<file path="src/rtl/data_mem_ctrl.sv">
// data_mem_ctrl
//   Synchronous data memory for the load/store unit. Requests use a
//   valid/ready handshake and may carry per-byte write strobes. Every
//   accepted request gets exactly one registered response on the
//   following cycle. After reset the array is zero-filled one word per
//   cycle, and requests are refused until the fill completes.
//
// Ports
//   clk        : single rising-edge clock
//   rst        : synchronous, active-high reset
//   req_valid  : request present this cycle
//   req_ready  : controller accepts requests (high once the fill is done)
//   req_we     : 1 = write, 0 = read
//   req_addr   : word address
//   req_wdata  : write data
//   req_be     : byte strobes, bit i enables bits 8i+7:8i
//   rsp_valid  : one-cycle response pulse
//   rsp_rdata  : read data; 0 for writes and errors
//   rsp_err    : address was out of range (req_addr >= DEPTH)
//   busy       : zero-fill in progress
module data_mem_ctrl #(
  parameter  int DATA_W = 16,
  parameter  int ADDR_W = 8,
  parameter  int DEPTH  = 256,
  localparam int BE_W   = DATA_W / 8
) (
  input  logic              clk,
  input  logic              rst,
  input  logic              req_valid,
  output logic              req_ready,
  input  logic              req_we,
  input  logic [ADDR_W-1:0] req_addr,
  input  logic [DATA_W-1:0] req_wdata,
  input  logic [BE_W-1:0]   req_be,
  output logic              rsp_valid,
  output logic [DATA_W-1:0] rsp_rdata,
  output logic              rsp_err,
  output logic              busy
);

  localparam logic [0:0] CLEAR = 1'b0;
  localparam logic [0:0] IDLE  = 1'b1;

  // The counter and the range bound are one bit wider than the address
  // so that DEPTH = 2**ADDR_W can be represented without wrapping.
  localparam logic [ADDR_W:0] FILL_LAST = (ADDR_W + 1)'(DEPTH - 1);
  localparam logic [ADDR_W:0] DEPTH_EXT = (ADDR_W + 1)'(DEPTH);

  logic [0:0]        state;
  logic [ADDR_W:0]   fill_cnt;
  logic [DATA_W-1:0] mem [DEPTH];
  logic              accept;
  logic              in_range;

  // A request presented on a reset edge is not taken, so it can neither
  // modify the array nor produce a response.
  assign accept    = (state == IDLE) && req_valid && !rst;
  assign in_range  = {1'b0, req_addr} < DEPTH_EXT;
  assign busy      = (state == CLEAR);
  assign req_ready = (state == IDLE);

  // Fill sequencer: walks the counter from 0 to DEPTH-1, then opens the
  // port. A reset at any point restarts the walk from word 0.
  always_ff @(posedge clk) begin
    if (rst) begin
      state    <= CLEAR;
      fill_cnt <= '0;
    end else if (state == CLEAR) begin
      fill_cnt <= fill_cnt + 1'b1;
      if (fill_cnt == FILL_LAST) begin
        state <= IDLE;
      end
    end
  end

  // RAM array. This block has no reset so that it maps onto block RAM;
  // clearing is done by the fill sequence instead. The fill write during
  // a reset cycle is harmless because the fill restarts from word 0.
  always_ff @(posedge clk) begin
    if (state == CLEAR) begin
      mem[fill_cnt[ADDR_W-1:0]] <= '0;
    end else if (accept && req_we && in_range) begin
      for (int i = 0; i < BE_W; i++) begin
        if (req_be[i]) begin
          mem[req_addr][8*i +: 8] <= req_wdata[8*i +: 8];
        end
      end
    end
  end

  // Registered response. It is issued one cycle after acceptance. A write
  // on the previous edge is already in the array, so a following read
  // sees the merged word.
  always_ff @(posedge clk) begin
    if (rst) begin
      rsp_valid <= 1'b0;
      rsp_err   <= 1'b0;
      rsp_rdata <= '0;
    end else begin
      rsp_valid <= accept;
      rsp_err   <= accept && !in_range;
      if (accept && !req_we && in_range) begin
        rsp_rdata <= mem[req_addr];
      end else begin
        rsp_rdata <= '0;
      end
    end
  end

endmodule

</file>
<file path="config.mk">
export PLATFORM = sky130hd
export DESIGN_NAME = data_mem_ctrl
export DESIGN_NICKNAME = d
export VERILOG_FILES = /design/src/rtl/data_mem_ctrl.sv
export SDC_FILE = /design/constraint.sdc
export NUM_CORES = 2
export LEC_CHECK = 0
export ABC_AREA = 1
export CAP_MARGIN = 20
export CELL_PAD_IN_SITES_DETAIL_PLACEMENT = 1
export CELL_PAD_IN_SITES_GLOBAL_PLACEMENT = 1
export CORE_ASPECT_RATIO = 1.4
export CORE_MARGIN = 4
export CORE_UTILIZATION = 45
export DETAILED_ROUTE_END_ITERATION = 16
export PLACE_DENSITY_LB_ADDON = 0.1
export SETUP_SLACK_MARGIN = 0.3
export SLEW_MARGIN = 20
export SYNTH_ARGS = -nofsm -noshare
export SYNTH_HDL_FRONTEND = slang
export SYNTH_SLANG_ARGS = --single-unit
</file>
<file path="constraint.sdc">
create_clock -name clk -period 11.8 [get_ports clk]
set_input_delay 1.77 -clock clk [delete_from_list [all_inputs] [get_ports clk]]
set_output_delay 1.77 -clock clk [all_outputs]
set_load 0.01 [all_outputs]
</file>
==> flow_summary.json <==
{
  "status": "completed",
  "cts_inserted_buffers": 398,
  "die_h_um": 729.0,
  "ctsResizeCount": 0,
  "grt_start_max_net_pins": 193,
  "syn-num-nets": 14330,
  "timing.final.ws_setup_ps": 6008,
  "grt_pass1_wl_um": 811500,
  "max_cap_viol_count": 0,
  "netsw_mw": 6.708,
  "cts.hold.buffers_added": 0,
  "combPwrFrac": 0.047,
  "placeableCoreArea_sq_mm": 0.3696,
  "detailedRoute.firstPassIterationCount": 10,
  "r2r.worst_path.cells": 11,
  "root_buffer_cell": "clkbuf_16",
  "clock_sinks": 4123,
  "avgViaCountPerCell": 5.849,
  "slew-limit-headroom": 0.1970,
  "final_layout_size_suffix_gt1_frac": 0.06077,
  "syn-instance-count": 14298,
  "critPathMaxStageDelay_ps": 840,
  "numPlacedInstances": 18467,
  "post_route_cell_area_sq_mm": 0.1852,
  "synth-async-reset-ratio": 0,
  "floorplan.io_pins": 50,
  "timing.final.crit_period_ps": 5792,
  "synth_flop_cell": "edfxtp_1",
  "syn-cell-area_sq_mm": 0.1671,
  "grt_antenna_before_repair": 29,
  "drtAntennaViolNets": 0,
  "cts_clock_pin_slew_for_the_worst_setup_and_hold_paths_ps": 60,
  "tritoncts": "built",
  "postPlaceCellArea_sq_mm": 0.1722,
  "finalClockSkew_ps": 48.25,
  "synth_enable_flop_cells": 4096,
  "row_count": 264,
  "initial_core_util": 0.4520,
  "hold_viol": 0,
  "cellLeakagePower_nw": 69.01,
  "number_of_distinct_library_cells_after_synthesis": 25,
  "first_iter_violations": 10600,
  "setup_viol": 0,
  "netSwitchingFraction": 0.2218,
  "tightest_slew_ps": 1204,
  "routed_length_per_placed_instance_um": 29.29,
  "power-per-cell-area_mw_per_mm2": 163.3,
  "die_width_um": 523.0,
  "setup.worst_path.class": "in -> reg",
  "maximum_vdd_drop_uv": 118.1,
  "power_frac_clock": 0.428,
  "final_net_count": 13979,
  "stdcell_count": 19198,
  "place_ws_ps": 5101,
  "area_growth_syn_to_layout_pct": 10.84,
  "r2r_slack_ps": 6700,
  "cts_htree_levels": 5,
  "num_vias": 112286,
  "rsz0062_at_grt": "false",
  "port_buffers": 48,
  "finalSetupTns_ps": 0,
  "leading_cell_type_in_the_layout_fill_and_taps_excluded": "nand2_1",
  "worstPathMaxFanout": 17,
  "clk_latency_ps": 940,
  "ys_seq_area_frac": 0.7394,
  "total_power_mw": 30.25,
  "final_cell_mix": "nand2_1 (4369), edfxtp_1 (4096), nand3_1 (3858), nor2_1 (680), clkbuf_16 (407)",
  "cpMaxStageDelayCell": "nor2_4",
  "worstSetupStartpointType": "input port",
  "globalRoute.totalOverflow": 0,
  "internal_pwr_total_mw": 23.54,
  "dp_hpwl_um": 340300,
  "min_period_over_period": 0.4908,
  "holdPathStages": 2,
  "worstPathCellList": "clkdlybuf4s50_1 > inv_1 > nor3_2 > nand2_1 > nor2_1 > nor2_4 > o21ai_2 > nand2_2 > nor2_4 > buf_4 > nand2_1 > nor2_1",
  "critical_path_arrival_ps": 6340,
  "holdCritPathClass": "reg -> reg",
  "cts_post_setup_buffers_inserted": 0,
  "sequentialPowerShare": 0.525,
  "place.gp.congestion": 0.8895,
  "worst_ep_required_time_ps": 12350,
  "floorplan.die_area_sq_mm": 0.3812,
  "synth_area_per_cell_sq_um": 11.69,
  "timing_max_transition_violations_final": 0,
  "detail_route.drc_violations": 0,
  "track_usage": 0.2904,
  "finalWirelength_um": 562300,
  "yosys_warnings": 0,
  "grt_pass1_vias": 116623,
  "synth-seq-cells": 4123,
  "max_clock_freq_mhz": 172.7,
  "ctsLongestPathBuffers": 4,
  "critPathCaptureType": "register"
}
power groups by stage:
stage	combinational, mW	clock, mW	sequential, mW
6_report	1.43	12.9	15.9
5_1_grt	1.51	13.8	15.9
4_1_cts	1.43	13.1	15.9
3_5_place_dp	1.42	0	16.2
3_3_place_gp	1.41	0	16.2
2_1_floorplan	0.822	0	16.2
final cells by class:
cell class	count	area, sq um
timing repair buffer	246	2520
tap	4921	6157
fill	37754	184400
inverter	47	212.7
clock buffer	479	10520
clock inverter	240	2439
sequential	4123	123500
multi-input combinational	9131	39790
antenna	11	27.53
metal layers:
metal,up-vias,routed length [um],global-route usage
met5,-,44,0
met4,6,30810,0.1361
met3,1046,31000,0.03705
met2,3634,284200,0.5056
met1,57726,216300,0.3598
li1,49874,-,-
Yosys cell counts (2+ instances only):
cell | n | share of area
clkbuf_1 | 799 | 0.018
buf_1 | 162 | 0.0036
nand2_1 | 4369 | 0.098
a21oi_1 | 39 | 0.0012
edfxtp_1 | 4096 | 0.74
nor2_4 | 13 | 0.00088
inv_2 | 10 | 0.00022
o21ai_1 | 3 | 0.000090
o22ai_1 | 32 | 0.0012
nor2_2 | 20 | 0.00075
buf_2 | 29 | 0.00087
nor3_1 | 3 | 0.000090
nand3_1 | 3858 | 0.12
inv_1 | 37 | 0.00083
nand2_2 | 13 | 0.00049
o21ai_0 | 70 | 0.0021
o21ai_2 | 5 | 0.00026
buf_4 | 7 | 0.00031
ha_1 | 2 | 0.00015
nor2_1 | 700 | 0.016
dfxtp_1 | 27 | 0.0032
stage by stage:
step	hold WS, ps	utilization
6_report	507.1	0.5010
5_1_grt	547.6	0.5010
4_1_cts	511.0	0.5009
3_5_place_dp	498.8	0.4658
3_3_place_gp	487.2	0.4657
2_1_floorplan	458.3	-
cells by family after synthesis:
logic type | Yosys count | synth area share
buffers and inverters | 1044 | 0.02383
other | 1 | 0.00002244
adder cells (fa/ha/maj) | 2 | 0.0001497
flip-flops | 4123 | 0.7394
AND/OR/NAND/NOR | 8978 | 0.2317
AO/OA/AOI/OAI | 149 | 0.004815
XOR/XNOR | 1 | 0.00005243
registers in the layout (all words and copies together) (netlist names):
signal     flops
req_ready      1
mem         4096
rsp_valid      1
rsp_rdata     16
fill_cnt       9
worst max-delay path: cells and delay by family:
| family | cells | cell delay [ps] |
|---|---|---|
| buffers and inverters | 3 | 1360 |
| AO/OA/AOI/OAI | 1 | 280 |
| AND/OR/NAND/NOR | 8 | 2850 |
worst paths after layout:
kind | from | endpoint
max | req_valid | mem[218][4]
min | fill_cnt[4] | fill_cnt[4]
max reg2reg | req_ready | mem[218][4]
min reg2reg | fill_cnt[4] | fill_cnt[4]
No activity file was read; power rests on OpenSTA's default activity.
